[src/rtl/mmio_out_bank.sv]
`default_nettype none
// ============================================================================
// Module      : mmio_out_bank
// Description : Bank of NCH memory-mapped output registers with DATA/SET/CLR/
//               PULSE write views, registered readback and timed auto-clear.
// Revision    : 1.0 - initial release
// ============================================================================
module mmio_out_bank #(
    parameter int             AW        = 15,
    parameter logic [AW-1:0]  BASE      = 15'h7000,
    parameter int             DW        = 16,
    parameter int             NCH       = 4,
    parameter int             PULSE_LEN = 50000,
    parameter int             CW        = 16
) (
    input  logic              clk50m,
    input  logic              rst,
    input  logic [AW-1:0]     addr,
    input  logic [DW-1:0]     data_in,
    input  logic              we,
    input  logic              re,
    output logic [DW-1:0]     rdata,
    output logic              rvalid,
    output logic [NCH*DW-1:0] port_out,
    output logic [NCH-1:0]    pulse_busy
);

    localparam logic [AW-1:0] c_SPAN   = AW'(4 * NCH);
    localparam logic [CW-1:0] c_RELOAD = CW'(PULSE_LEN);
    localparam logic [CW-1:0] c_ONE    = CW'(1);

    localparam logic [1:0] c_K_DATA = 2'd0;
    localparam logic [1:0] c_K_SET  = 2'd1;
    localparam logic [1:0] c_K_CLR  = 2'd2;

    logic [AW-1:0] w_off;
    logic          w_hit;
    logic [AW-3:0] w_ch;
    logic [1:0]    w_k;
    logic [DW-1:0] w_chan [NCH];
    logic [DW-1:0] w_rd_mux;

    // Subtraction wraps below BASE, so the lower bound is checked explicitly.
    assign w_off = addr - BASE;
    assign w_hit = (addr >= BASE) && (w_off < c_SPAN);
    assign w_ch  = w_off[AW-1:2];
    assign w_k   = w_off[1:0];

    generate
        for (genvar c = 0; c < NCH; c++) begin : g_ch
            logic [DW-1:0] r_out;
            logic [DW-1:0] r_mask;
            logic [CW-1:0] r_cnt;
            logic          w_wr;

            assign w_wr = we && w_hit && (w_ch == (AW-2)'(c));

            // Any write to the channel takes priority over the timer, so a
            // write on the expiry cycle suppresses the auto-clear.
            always_ff @(posedge clk50m or posedge rst) begin
                if (rst) begin
                    r_out  <= '0;
                    r_mask <= '0;
                    r_cnt  <= '0;
                end else if (w_wr) begin
                    case (w_k)
                        c_K_DATA: begin
                            r_out  <= data_in;
                            r_mask <= '0;
                            r_cnt  <= '0;
                        end
                        c_K_SET: begin
                            r_out  <= r_out | data_in;
                            r_mask <= '0;
                            r_cnt  <= '0;
                        end
                        c_K_CLR: begin
                            r_out  <= r_out & ~data_in;
                            r_mask <= '0;
                            r_cnt  <= '0;
                        end
                        default: begin
                            r_out  <= r_out | data_in;
                            r_mask <= data_in;
                            r_cnt  <= c_RELOAD;
                        end
                    endcase
                end else if (r_cnt != '0) begin
                    if (r_cnt == c_ONE) begin
                        r_out  <= r_out & ~r_mask;
                        r_mask <= '0;
                        r_cnt  <= '0;
                    end else begin
                        r_cnt <= r_cnt - c_ONE;
                    end
                end
            end

            assign w_chan[c]             = r_out;
            assign port_out[c*DW +: DW]  = r_out;
            assign pulse_busy[c]         = (r_cnt != '0);
        end
    endgenerate

    always_comb begin
        w_rd_mux = '0;
        for (int c = 0; c < NCH; c++) begin
            if (w_ch == (AW-2)'(c)) begin
                w_rd_mux = w_chan[c];
            end
        end
    end

    // Readback samples the pre-edge register, giving old data on a
    // simultaneous read and write.
    always_ff @(posedge clk50m or posedge rst) begin
        if (rst) begin
            rdata  <= '0;
            rvalid <= 1'b0;
        end else if (re && w_hit) begin
            rdata  <= w_rd_mux;
            rvalid <= 1'b1;
        end else begin
            rvalid <= 1'b0;
        end
    end

endmodule
`default_nettype wire

[config.mk]
export PLATFORM = sky130hd
export DESIGN_NAME = mmio_out_bank
export DESIGN_NICKNAME = d
export VERILOG_FILES = /design/src/rtl/mmio_out_bank.sv
export SDC_FILE = /design/constraint.sdc
export NUM_CORES = 1
export LEC_CHECK = 0
export CORE_MARGIN = 1.5
export CORE_UTILIZATION = 47
export DETAILED_ROUTE_END_ITERATION = 10
export GPL_TIMING_DRIVEN = 1
export HOLD_SLACK_MARGIN = 0.12
export PLACE_DENSITY_LB_ADDON = 0.15
export RECOVER_POWER = 25
export SLEW_MARGIN = 15
export SYNTH_ARGS = -nofsm -noshare
export SYNTH_HDL_FRONTEND = slang
export SYNTH_SLANG_ARGS = --single-unit
[constraint.sdc]
create_clock -name clk50m -period 21 [get_ports clk50m]
set_clock_uncertainty 0.05 [all_clocks]
set_input_delay 4.2 -clock clk50m [delete_from_list [all_inputs] [get_ports clk50m]]
set_output_delay 4.2 -clock clk50m [all_outputs]
set_load 0.005 [all_outputs]
==> qor.txt, run 1 <==
Crit. path cell count: 3
Crit-path leading delay family: buffers and inverters
Clock latency at the later pin of the worst-skew pair: 0.52 ns
Number of unique standard cell types used by synthesis: 56
Start point of the critical path: rst
# nets final: 1321
Count of maximum capacitance violations: 1
Failing checks: max-capacitance violations, max-slew violations
Max-slew headroom at the worst pin: -297.3%
Leak Pwr: 0.005357 uW
Number of post-CTS setup repair buffers: 0
Hold depth: 2
FF+latch count, synth: 209
DIE WIDTH: 152.7 um
Number of max-slew violations in the final report: 135
Overall die height: 152.7 um
Number of top-level pins: 120
Net Count, Synth: 1233
Post-DP HPWL: 20530 um
Delay contributed by the slowest stage of the critical path: 3.28 ns
Setup Total Neg Slack: 0 ns
Register-to-register setup slack: 18.07 ns
Sequential Power Share: 46.4%
Count of input and output buffers: 119
DRT antenna net count: 0
Die footprint: 23310 sq um
Global router's overall resource usage: 27.34%
Number of synthesized flops with an enable pin: 0
Clock transition at the register clock pins on the worst setup and hold paths after CTS: 0.06 ns
Routability cong.: 0.8370
Data required time at the worst endpoint: 21.46 ns
# fillers: 1963
Worst min path class: flop to flop
Commonest non-fill, non-tap cells in the layout: sky130_fd_sc_hd__dfrtp_1 (209), sky130_fd_sc_hd__nor2_1 (170), sky130_fd_sc_hd__nand2_1 (137)
Root Buffer: sky130_fd_sc_hd__clkbuf_16
Final design utilization: 58.12%
Endpoint of the most critical setup path: g_ch[3].r_cnt[4]$_DFFE_PP0P_
Slowest cell on the critical path: sky130_fd_sc_hd__clkinvlp_2
Peak supply drop: 0.05083 mV
Starting density of the core: 48.10%
Maximum number of buffers from clock root to sink: 3
Hold-fix buffers at CTS: 0
Vias per std cell: 5.994
Floorplan Core Area: 21890 sq um
Deepest level of the CTS H-tree: 1
Crit. End Element: async pin
Post-cts resize count: 0
Async S/R FF share, synth: 100.0%
Clock power frac: 49.2%
Worst reg2reg path depth: 6
Gate power share: 4.5%
DRT Pass-1 Iters: 5
Series of cell instances along the critical path: dlygate4sd3_1, clkinvlp_2, buf_4
Ratio of cells with drive above 1 in the final layout: 5.504%
Critical path peak fanout: 134
Number of buffers inserted during clock tree synthesis: 24
Total via count after detailed routing: 9410
Clock tree sinks: 209
Period minus WS final: 8.840 ns
Fin crit share: 42.09%
Syn Area/Cell: 8.893 sq um
WL/cell: 20.17 um
Crit path kind: primary input to async pin
Critical Path Start Type: primary input
Most common library cell in the layout ignoring fill and taps: sky130_fd_sc_hd__dfrtp_1
First-pass GRT wire length: 51120 um
Aggregate global routing overflow: 0
Status: finished, violations left
First DRT Iteration DRCs: 749
Buf+Inv Stages, Crit Path: 3
Setup-violating endpoint count in the final report: 0
Number of failing hold endpoints at the final stage: 0
Total number of yosys warnings: 0
Initial antenna violation count: 0
Switch Pwr: 195.8 uW
Cell internal power dissipation: 675.7 uW
Most used flip-flop cell after synthesis: sky130_fd_sc_hd__dfrtp_1
Fraction of the yosys area taken by sequential cells: 49.67%
DRC Markers: 0
Fraction of power spent switching nets: 22.47%
Endpoint arrival time on the critical path: 9.30 ns
Relative area change from synthesis to final layout: 20.83%
RR Startpoint: g_ch[0].r_cnt[2]$_DFFE_PP0P_
CTS tree: built
Setup repair after global routing missed its margin: false
Via count of the first global-routing pass: 9080
Total routed wirelength: 31660 um
Terminus of the critical flop-to-flop path: g_ch[0].r_cnt[7]$_DFFE_PP0P_
Synthesized cell area: 10530 sq um
Cell area power density: 68.51 nW/um^2
Maximum frequency from static timing analysis: 0.1131 GHz
Transition at the pin with the smallest max-transition slack: 5.927 ns
Row count: 54
ANT cells: 0
Number of instances in the synthesized netlist: 1184
Largest net degree at the start of global routing: 135
worst reg2reg max path, delay by kind of cell (launching register included):
kind	cells	cell delay, ns
DFF	1	0.44
and+or+nand+nor	6	2.32
power groups by stage:
stage                     clock (uW)  sequential (uW)  combinational [uW]
after floorplan                    0              411                21.9
after global placement             0              411                38.8
after detailed placement           0              411                39.0
after CTS                        434              404                39.3
after global routing             451              404                42.8
final                            429              404                38.8
cell families after synthesis:
group / synth area share, %
buffers and inverters: 3.220
AOI/OAI and AO/OA: 15.51
muxes: 1.711
DFF: 49.67
adders and majority gates: 1.664
xor gates and xnor gates: 4.409
and+or+nand+nor: 23.81
worst min path at each step:
stage	startpoint	to
CTS	rdata[4]$_DFFE_PP0P_	rdata[4]$_DFFE_PP0P_
detailed placement	rdata[10]$_DFFE_PP0P_	rdata[10]$_DFFE_PP0P_
finish	rdata[9]$_DFFE_PP0P_	rdata[9]$_DFFE_PP0P_
floorplan	g_ch[1].r_mask[15]$_DFFE_PP0P_	g_ch[1].r_mask[15]$_DFFE_PP0P_
global placement	rdata[2]$_DFFE_PP0P_	rdata[2]$_DFFE_PP0P_
global route	rdata[12]$_DFFE_PP0P_	rdata[12]$_DFFE_PP0P_
layout make-up:
class                   count  area, sq um  share of cell area [%]
clock buffers              36        747.0                   5.871
clock inverters             8        75.07                  0.5901
inverters                  16        61.31                  0.4819
multi-input cells         892         4992                   39.24
flip-flops and latches    209         5230                   41.11
well taps                 280        350.3                   2.754
repair buffers            129         1266                   9.953
registers in the layout (all words and copies together), names as in the netlist:
register and flops:
g_ch.r_mask 64, rdata 16, g_ch.r_cnt 64, g_ch.r_out 64
rvalid 1
routing by layer:
metal | track usage [%] | vias up | share of wire (%) | wire (um)
met5 | 0 | - | 0 | 0
met4 | 7.005 | 0 | 2.2 | 708
met3 | 4.124 | 55 | 8.9 | 2815
met2 | 43.18 | 434 | 46 | 14430
met1 | 39.55 | 4545 | 43 | 13710
li1 | - | 4376 | - | -
through the flow:
step | total power, uW | setup slack (ns) | hold WS (ns) | cells | cell area, sq um
after floorplan | 433.2 | 11.04 | 0.4104 | 1184 | 10530
after detailed placement | 450.4 | 12.59 | 0.4196 | 1526 | 11900
after CTS | 877.5 | 13.11 | 0.4342 | 1570 | 12720
after global routing | 897.6 | 11.23 | 0.4591 | 1570 | 12720
after global placement | 450.1 | 12.76 | 0.4184 | 1526 | 11900
final | 871.6 | 12.16 | 0.4281 | 1570 | 12720
synthesized netlist by cell type (3+ instances only):
library cell / instances / share of area (%)
sky130_fd_sc_hd__a221oi_1: 16 / 1.3
sky130_fd_sc_hd__buf_1: 5 / 0.18
sky130_fd_sc_hd__inv_1: 16 / 0.57
sky130_fd_sc_hd__or4_1: 10 / 0.71
sky130_fd_sc_hd__a211oi_1: 7 / 0.50
sky130_fd_sc_hd__o41ai_1: 3 / 0.25
sky130_fd_sc_hd__o211ai_1: 4 / 0.29
sky130_fd_sc_hd__and2_1: 7 / 0.42
sky130_fd_sc_hd__o22ai_1: 44 / 2.6
sky130_fd_sc_hd__or3_1: 10 / 0.59
sky130_fd_sc_hd__nand2_1: 138 / 4.9
sky130_fd_sc_hd__buf_6: 3 / 0.32
sky130_fd_sc_hd__o21ai_0: 80 / 3.8
sky130_fd_sc_hd__nor2_1: 172 / 6.1
sky130_fd_sc_hd__dfrtp_1: 209 / 50
sky130_fd_sc_hd__nand4_1: 7 / 0.42
sky130_fd_sc_hd__nand2b_1: 18 / 1.1
sky130_fd_sc_hd__clkbuf_1: 55 / 2.0
sky130_fd_sc_hd__o31ai_1: 17 / 1.2
sky130_fd_sc_hd__a21o_1: 7 / 0.50
sky130_fd_sc_hd__xnor2_1: 37 / 3.1
sky130_fd_sc_hd__and3_1: 6 / 0.36
sky130_fd_sc_hd__xor2_1: 16 / 1.3
sky130_fd_sc_hd__a21oi_1: 75 / 3.6
sky130_fd_sc_hd__nor3_1: 29 / 1.4
sky130_fd_sc_hd__buf_2: 4 / 0.19
sky130_fd_sc_hd__mux2i_1: 18 / 1.7
sky130_fd_sc_hd__nor4b_1: 6 / 0.50
sky130_fd_sc_hd__o21ai_1: 8 / 0.38
sky130_fd_sc_hd__or2_2: 5 / 0.30
sky130_fd_sc_hd__nand3_1: 81 / 3.9
sky130_fd_sc_hd__ha_1: 14 / 1.7
sky130_fd_sc_hd__and3b_1: 5 / 0.42
sky130_fd_sc_hd__nor4_1: 22 / 1.3
No activity file was read; power rests on OpenSTA's default activity.
==> run 2: changes to the inputs <==
==> constraint.sdc (replaced) <==
create_clock -name clk50m -period 7.2 [get_ports clk50m]
set_clock_uncertainty 0.05 [all_clocks]
set_input_delay 1.44 -clock clk50m [delete_from_list [all_inputs] [get_ports clk50m]]
set_output_delay 1.44 -clock clk50m [all_outputs]
set_load 0.005 [all_outputs]
==> run 2 against run 1 <==
Effect of this change: the flow now finishes without violations; largest power group unchanged; utilization up 0.051 points; largest cell class unchanged; highest routed layer unchanged; critical path type is now primary input to flop; power rose to 2.9 times the previous value; sequential cell count unchanged; critical path depth up 3; clock power rose to 3.0 times the previous value; worst hold slack worse by 0.0015 ns; first-iteration DRC count down 13%; register-to-register slack worse by 14 ns.
==> qor.txt, run 2 (same netlist as run 1, synthesis figures left out) <==
Status: finished clean
Clock tree sinks: 209 (unchanged)
Worst hold slack: 0.4266 ns (-0.001496 ns)
Data required time at the worst endpoint: 7.54 ns (-13.92 ns)
Clock transition at the register clock pins on the worst setup and hold paths after CTS: 0.06 ns (about the same)
Worst min path class: flop to flop
Period minus WS final: 4.659 ns
Cell area power density: 201.1 nW/um^2 (+190%)
Number of failing hold endpoints at the final stage: 0 (unchanged)
DIE WIDTH: 152.7 um (unchanged)
DRC Markers: 0 (unchanged)
Transition at the pin with the smallest max-transition slack: 1.088 ns (-4.839 ns)
Crit path kind: primary input to flop
Crit. End Element: flop
Relative area change from synthesis to final layout: 20.94% (about the same)
Largest net degree at the start of global routing: 126 (-6.7%)
CTS tree: built
Setup Total Neg Slack: 0 ns (unchanged)
Endpoint arrival time on the critical path: 5.00 ns (-4.30 ns)
DRT antenna net count: 0 (unchanged)
Critical Path Start Type: primary input
Maximum number of buffers from clock root to sink: 3 (unchanged)
Fin crit share: 64.70%
Post-DP HPWL: 20650 um (+0.57%)
Most common library cell in the layout ignoring fill and taps: sky130_fd_sc_hd__dfrtp_1
Setup-violating endpoint count in the final report: 0 (unchanged)
Total routed wirelength: 31930 um (+0.86%)
# fillers: 1973 (+0.51%)
Routability cong.: 0.8573 (+2.4%)
Post-cts resize count: 0 (unchanged)
WL/cell: 20.35 um (+0.92%)
Starting density of the core: 48.10% (unchanged)
First DRT Iteration DRCs: 655 (-13%)
Max-slew headroom at the worst pin: 27.38% (+320 points)
Count of input and output buffers: 119 (unchanged)
Overall die height: 152.7 um (unchanged)
Via count of the first global-routing pass: 9015 (-0.72%)
Maximum frequency from static timing analysis: 0.2147 GHz
Commonest non-fill, non-tap cells in the layout: sky130_fd_sc_hd__dfrtp_1 (209), sky130_fd_sc_hd__nor2_1 (170), sky130_fd_sc_hd__nand2_1 (137)
Setup repair after global routing missed its margin: false
Number of buffers inserted during clock tree synthesis: 24 (unchanged)
# nets final: 1322 (+0.076%)
Aggregate global routing overflow: 0 (unchanged)
Peak supply drop: 0.1618 mV (+220%)
Clock latency at the later pin of the worst-skew pair: 0.52 ns (about the same)
Deepest level of the CTS H-tree: 1 (unchanged)
Row count: 54 (unchanged)
Global router's overall resource usage: 27.45% (+0.10 points)
Number of post-CTS setup repair buffers: 0 (unchanged)
Vias per std cell: 6.028 (+0.57%)
Critical path peak fanout: 23 (-83%)
Largest registers: g_ch.r_cnt: 64 flops, g_ch.r_mask: 64 flops, g_ch.r_out: 64 flops
Initial antenna violation count: 0 (unchanged)
Leak Pwr: 0.005359 uW (about the same)
First-pass GRT wire length: 51190 um (+0.15%)
Floorplan Core Area: 21890 sq um (unchanged)
Total via count after detailed routing: 9458 (+0.51%)
Root Buffer: sky130_fd_sc_hd__clkbuf_16
DRT Pass-1 Iters: 7 (+2)
Ratio of cells with drive above 1 in the final layout: 5.512% (+0.0085 points)
Number of top-level pins: 120 (unchanged)
Die footprint: 23310 sq um (unchanged)
Hold-fix buffers at CTS: 0 (unchanged)
Number of max-slew violations in the final report: 0 (-100%)
Count of maximum capacitance violations: 0 (-1)
-- run 2: routing by layer --
metal	share of wire, %	track usage, %	wire [um]
met1	45	40.16	14420
met2	45	42.06	14370
met3	7.2	4.039	2312
met4	2.6	8.791	828
met5	0	0	0
-- run 2: worst paths after layout --
path                            slack (ns)  cells after the start                    startpoint                       endpoint
worst min-delay path                  0.43                      2         rdata[13]$_DFFE_PP0P_          rdata[13]$_DFFE_PP0P_
max in group asynchronous             4.33                      3                           rst  g_ch[3].r_mask[3]$_DFFE_PP0P_
worst max-delay path                  2.54                      6                       addr[3]   g_ch[0].r_cnt[9]$_DFFE_PP0P_
min in group asynchronous             1.58                      2                           rst  g_ch[1].r_cnt[15]$_DFFE_PP0P_
worst max register to register        4.31                      6  g_ch[0].r_cnt[2]$_DFFE_PP0P_  g_ch[0].r_cnt[11]$_DFFE_PP0P_
worst min register to register        0.43                      2         rdata[13]$_DFFE_PP0P_          rdata[13]$_DFFE_PP0P_
-- run 2: where the power goes --
group,internal [uW],total [uW],switching (uW)
Sequential,1180,1180,2.06
Combinational,40.2,114,73.9
Clock,767,1270,500
Total,1980,2560,576
-- run 2: per-stage QoR --
| step | total power, uW | cell area (sq um) | instances | util [%] | worst slack, ns |
|---|---|---|---|---|---|
| after floorplan | 1264 | 10530 | 1184 | - | 0.0008176 |
| after global placement | 1313 | 11910 | 1527 | 54.40 | 2.166 |
| after detailed placement | 1314 | 11910 | 1527 | 54.40 | 2.084 |
| after CTS | 2578 | 12730 | 1568 | 58.13 | 2.626 |
| after global routing | 2634 | 12730 | 1568 | 58.16 | 2.303 |
| final | 2560 | 12730 | 1569 | 58.17 | 2.541 |
-- run 2: layout make-up --
type	instances	area [sq um]	area share, %
Sequential cell	209	5230	41.07
Multi-Input combinational cell	892	4992	39.21
Timing Repair Buffer	130	1274	10.00
Clock buffer	29	670.6	5.267
Tap cell	280	350.3	2.751
Clock inverter	12	146.4	1.150
Inverter	16	67.56	0.5306
Antenna cell	1	2.502	0.01965
-- run 2: worst max-delay path, stage by stage --
cell and delay [ns]:
sky130_fd_sc_hd__clkdlybuf4s50_1 0.95, sky130_fd_sc_hd__nor4_1 0.54, sky130_fd_sc_hd__and3b_1 0.85, sky130_fd_sc_hd__and3_1 0.94
sky130_fd_sc_hd__a221o_1 0.21, sky130_fd_sc_hd__nand2_1 0.05
==> RTL change 1 (flow settings as in run 2) <==
Register the output `rvalid` once more, without a reset; this adds one clock of latency there. The other outputs are not delayed to match.
--- a/src/rtl/mmio_out_bank.sv
+++ b/src/rtl/mmio_out_bank.sv
@@ -32,6 +32,8 @@
     localparam logic [1:0] c_K_DATA = 2'd0;
     localparam logic [1:0] c_K_SET  = 2'd1;
     localparam logic [1:0] c_K_CLR  = 2'd2;
+
+    logic rvalid_s0;
 
     logic [AW-1:0] w_off;
     logic          w_hit;
@@ -116,13 +118,17 @@
     always_ff @(posedge clk50m or posedge rst) begin
         if (rst) begin
             rdata  <= '0;
-            rvalid <= 1'b0;
+            rvalid_s0 <= 1'b0;
         end else if (re && w_hit) begin
             rdata  <= w_rd_mux;
-            rvalid <= 1'b1;
+            rvalid_s0 <= 1'b1;
         end else begin
-            rvalid <= 1'b0;
+            rvalid_s0 <= 1'b0;
         end
+    end
+
+    always_ff @(posedge clk50m) begin
+        rvalid <= rvalid_s0;
     end
 
 endmodule
Behaviour: not the same (a bounded check fails within 4 cycles, from zero or initial values and one cycle with rst high).
==> RTL change 1 against run 2 <==
- sequential cell count is 1 higher
- setup slack lost 170 ps
- synthesized area rose by 0.19%
- wire length decreased by 1.2%
- non-clock buffer count stayed put
- critical endpoint is now g_ch[3].r_cnt[13]
- cell count decreased by 0.13%
- maximum frequency down 3.6%
- total power fell by 4.8%
- clock power down 10%
- global-route usage fell by 0.054 points
- final area decreased by 0.58%
- the flow now finishes with violations (max-capacitance violations, max-slew violations)
==> RTL change 1: results (changes against run 2) <==
worst_setup_path:
  reg2reg_from: "g_ch[1].r_cnt[4]"  # was g_ch[0].r_cnt[2]
  crit_start: "rst"  # was addr[3]
  path_max_fanout: 96  # was 23
  cpPeakStageDelay_ps: 2380  # was 950 ps
  r2r_slack_ps: 4370  # was 4310 ps
  cp_slowest_cell: "clkinvlp_2"  # was clkdlybuf4s50_1
  worstPathArrival_ps: 5340  # was 5000 ps
  rr_endpoint: "g_ch[1].r_out[14]"  # was g_ch[0].r_cnt[11]
grt:
  grt_pass1_vias: 9175  # was 9015
  grt_pass1_wl_mm: 51.37  # was 51.19 mm
  grt_max_degree: 97  # was 126
  grt_usage_pct: 27.39  # was 27.45%
synth:
  async_reset_ff_share_pct: 99.52  # was 100.0%
  synth_cell_types: 57  # was 56
  post_synth_mux_area_share_pct: 1.708  # was 1.711%
  synth_xor_area_share_pct: 4.400  # was 4.409%
  synthTopCellsByArea: "dfrtp_1, nor2_1, nand2_1"  # unchanged
  synth_adder_area_share_pct: 1.661  # was 1.664%
  synth_compound_area_share_pct: 15.48  # was 15.51%
  ys_seq_area_share_pct: 49.77  # was 49.67%
run_status:
  violations: "max-capacitance violations, max-slew violations"
  status: "finished with violations"  # was finished clean
detailed_routing:
  viasPerCell: 5.996  # was 6.028
  dr.first_iter.drc_count: 741  # was 655
  dr.pass1.iters: 5  # was 7
  wire_per_inst_um: 20.13  # was 20.35 µm
layout:
  fin_nets: 1323  # was 1322
  antenna_cells: 0  # was 1
  fill_cells: 2030  # was 1973
  layout-drive-gt1-share_pct: 5.128  # was 5.512%
run:
  max-cap-violations: 1  # was 0
power:
  p_total_mw: 2.439  # was 2.560 mW
  peakVddDrop_uv: 115.7  # was 161.8 µV
  p_leak_nw: 5.382  # was 5.359 nW
placement:
  placed_area_um2: 11930  # was 11910 µm²
  dp_hpwl_mm: 20.71  # was 20.65 mm
  finalWeightedCongestion: 0.8755  # was 0.8573
min_path:
  worstHoldPathCells: 0  # was 2
sta:
  worstMarginPinSlew_ps: 4270  # was 1088 ps
  slew_violations: 97  # was 0
-- RTL change 1: worst max-delay path, delay by kind of cell --
| kind | cells | cell delay (ps) |
|---|---|---|
| buffers and inverters | 3 | 3820 |
-- RTL change 1: how the worst max path moves through the flow --
stage	to	depth (start not counted)
CTS	pulse_busy[2]	5
detailed placement	g_ch[0].r_cnt[9]	8
floorplan	g_ch[0].r_cnt[0]	1
finish	g_ch[3].r_cnt[13]	3
global placement	g_ch[0].r_cnt[9]	8
global route	g_ch[3].r_out[11]	3
-- RTL change 1: per-stage QoR --
| step | std cells | setup slack, ps | hold slack (ps) |
|---|---|---|---|
| 4_1_cts | 1567 | 2694 | 294.9 |
| 3_3_place_gp | 1528 | 2329 | 277.0 |
| 2_1_floorplan | 1185 | 0.8176 | 274.2 |
| 3_5_place_dp | 1528 | 2294 | 280.6 |
| 6_report | 1567 | 2369 | 291.0 |
| 5_1_grt | 1567 | 1572 | 306.1 |
-- RTL change 1: cells by family (layout without fill, tap and decap cells) --
family / count (synthesis) / after routing
simple gates: 533 / 533
buf+inv: 83 / 185
flops: 210 / 210
fa+ha+maj: 14 / 14
xor+xnor: 53 / 53
mux: 18 / 18
compound gates: 274 / 274
-- RTL change 1: final cells by class --
class	count	area, µm²	share of cell area, %
Clock buffer	33	684.4	5.406
Clock inverter	6	47.55	0.3756
Inverter	16	61.31	0.4843
Multi-Input combinational cell	892	4992	39.43
Sequential cell	210	5250	41.47
Tap cell	280	350.3	2.767
Timing Repair Buffer	130	1274	10.06
-- RTL change 1: routing by layer --
layer / up-vias / track usage (%) / wire length, µm
met5: - / 0 / 0
met4: 0 / 8.974 / 945
met3: 63 / 4.395 / 2453
met2: 386 / 43.44 / 14190
met1: 4572 / 38.52 / 13960
li1: 4374 / - / -
==> RTL change 2 (flow settings as in run 2) <==
Made on the original files. `NCH`: 4 -> 8.
--- a/src/rtl/mmio_out_bank.sv
+++ b/src/rtl/mmio_out_bank.sv
@@ -9,7 +9,7 @@
     parameter int             AW        = 15,
     parameter logic [AW-1:0]  BASE      = 15'h7000,
     parameter int             DW        = 16,
-    parameter int             NCH       = 4,
+    parameter int             NCH       = 8,
     parameter int             PULSE_LEN = 50000,
     parameter int             CW        = 16
 ) (
Interface: changed (resized port_out and pulse_busy); port bits go from 120 to 188. No check against the original RTL was run, so the function may have changed too.
==> RTL change 2 against run 2 <==
- the run now ends with max-capacitance violations, max-slew violations left
- die area grew 92%
- via count grew 97%
- synthesized area grew 94%
- sequential cell count grew 192
- wire length grew 120%
- total power grew 150%
- cell count grew 89%
- final area grew 91%
- core utilization shrank 1.7 points
- sequential power grew 140%
- setup slack lost 350 ps
- combinational power grew to 9.6 times the old value
- worst hold slack lost 38 ps
- largest cell class unchanged
- largest power group is now registers
==> RTL change 2: results (changes against run 2) <==
grt:
  grt_pass1_wl_mm: 107.1  # was 51.19 mm
  grt_pass1_vias: 17820  # was 9015
  grt.met3_usage_pct: 5.014  # was 4.039%
  use_met2_pct: 48.60  # was 42.06%
  grt_usage_pct: 31.37  # was 27.45%
  met1_usage_pct: 43.28  # was 40.16%
sta:
  slew_violations: 159  # was 0
  worstMarginPinSlew_ps: 2939  # was 1088 ps
  setup_slack_ps: 2196  # was 2541 ps
clock_tree:
  cts_buffers: 45  # was 24
  clock-sinks: 401  # was 209
worst_setup_path:
  path_max_fanout: 117  # was 23
  setup.worst_path.end: "g_ch[1].r_mask[10]"  # was g_ch[0].r_cnt[9]
  cp_slowest_cell: "clkbuf_2"  # was clkdlybuf4s50_1
  reg2reg_from: "g_ch[1].r_cnt[2]"  # was g_ch[0].r_cnt[2]
  ff2ff_path_depth: 5  # was 6
  worstPathArrival_ps: 4980  # was 5000 ps
  rr_endpoint: "g_ch[1].r_out[9]"  # was g_ch[0].r_cnt[11]
  crit_family: "buffers and inverters"  # was simple AND/OR/NAND/NOR gates
run_status:
  violations: "max-capacitance violations, max-slew violations"
  status: "finished with violations"  # was finished clean
layout:
  seq_area_share_pct: 41.36  # was 41.07%
  reg.largest.list: "g_ch.r_cnt (128), g_ch.r_mask (128), g_ch.r_out (128)"  # was g_ch.r_cnt (64), g_ch.r_mask (64), g_ch.r_out (64)
  buf_share_pct: 8.813  # was 10.00%
  nonClockBufferCount: 222  # was 130
  multi_input_area_share_pct: 39.76  # was 39.21%
  layout-drive-gt1-share_pct: 6.510  # was 5.512%
  clkCellAreaFrac_pct: 5.987  # was 6.416%
  n_all_inverters: 68  # was 16
  clkbuf_count: 66  # was 29
synth:
  synth_adder_area_share_pct: 1.593  # was 1.664%
  synth_common_cells: "dfrtp_1, o21ai_0, nand2_1"  # was dfrtp_1, nor2_1, nand2_1
  ys_seq_area_share_pct: 49.14  # was 49.67%
  syn_nets: 2284  # was 1233
  synthTopCellsByArea: "dfrtp_1, o21ai_0, nand2_1"  # was dfrtp_1, nor2_1, nand2_1
  synth_compound_area_share_pct: 20.94  # was 15.51%
placement:
  numPortBuffers: 187  # was 119
  dp_hpwl_mm: 48.07  # was 20.65 mm
  finalWeightedCongestion: 0.9178  # was 0.8573
detailed_routing:
  vias: 18660  # was 9458
  wl_mm: 69.95  # was 31.93 mm
  dr.first_iter.drc_count: 2098  # was 655
min_path:
  min_to: "g_ch[3].r_out[5]"  # was rdata[13]
  worstHoldPathCells: 1  # was 2
run:
  max-cap-violations: 2  # was 0
power:
  p_leak_nw: 10.10  # was 5.359 nW
## RTL change 2: cell types whose count changed in the layout (fill, tap and decap cells not counted), sizes merged, moves of 24 or more
cell           change
clkdlybuf4s50     +56
nor3              +28
buf               +24
clkbuf            +39
xnor2             +25
nand2             +92
a22o              +25
o21ai            +244
xor2              +40
a21oi             +47
dfrtp            +192
inv               +51
## RTL change 2: through the flow
stage	total power, mW	instances	area [µm²]	hold WS (ps)
finish	6.304	2967	24260	388.2
global route	6.619	2966	24260	417.3
CTS	6.320	2965	24250	386.2
detailed placement	3.990	2888	22790	379.2
global placement	3.941	2888	22790	370.9
floorplan	3.688	2223	20420	363.5
## RTL change 2: power by group
part	leakage [nW]	switching (mW)	internal (mW)	total, mW
combinational	4.18	0.628	0.459	1.09
clock	0.714	0.951	1.38	2.33
sequential	5.21	0.315	2.57	2.88
## RTL change 2: routing by layer
metal | vias up | wire (µm)
met3 | 193 | 6223
met4 | 0 | 3325
li1 | 8258 | -
met5 | - | 0
met1 | 9213 | 28910
met2 | 999 | 31490
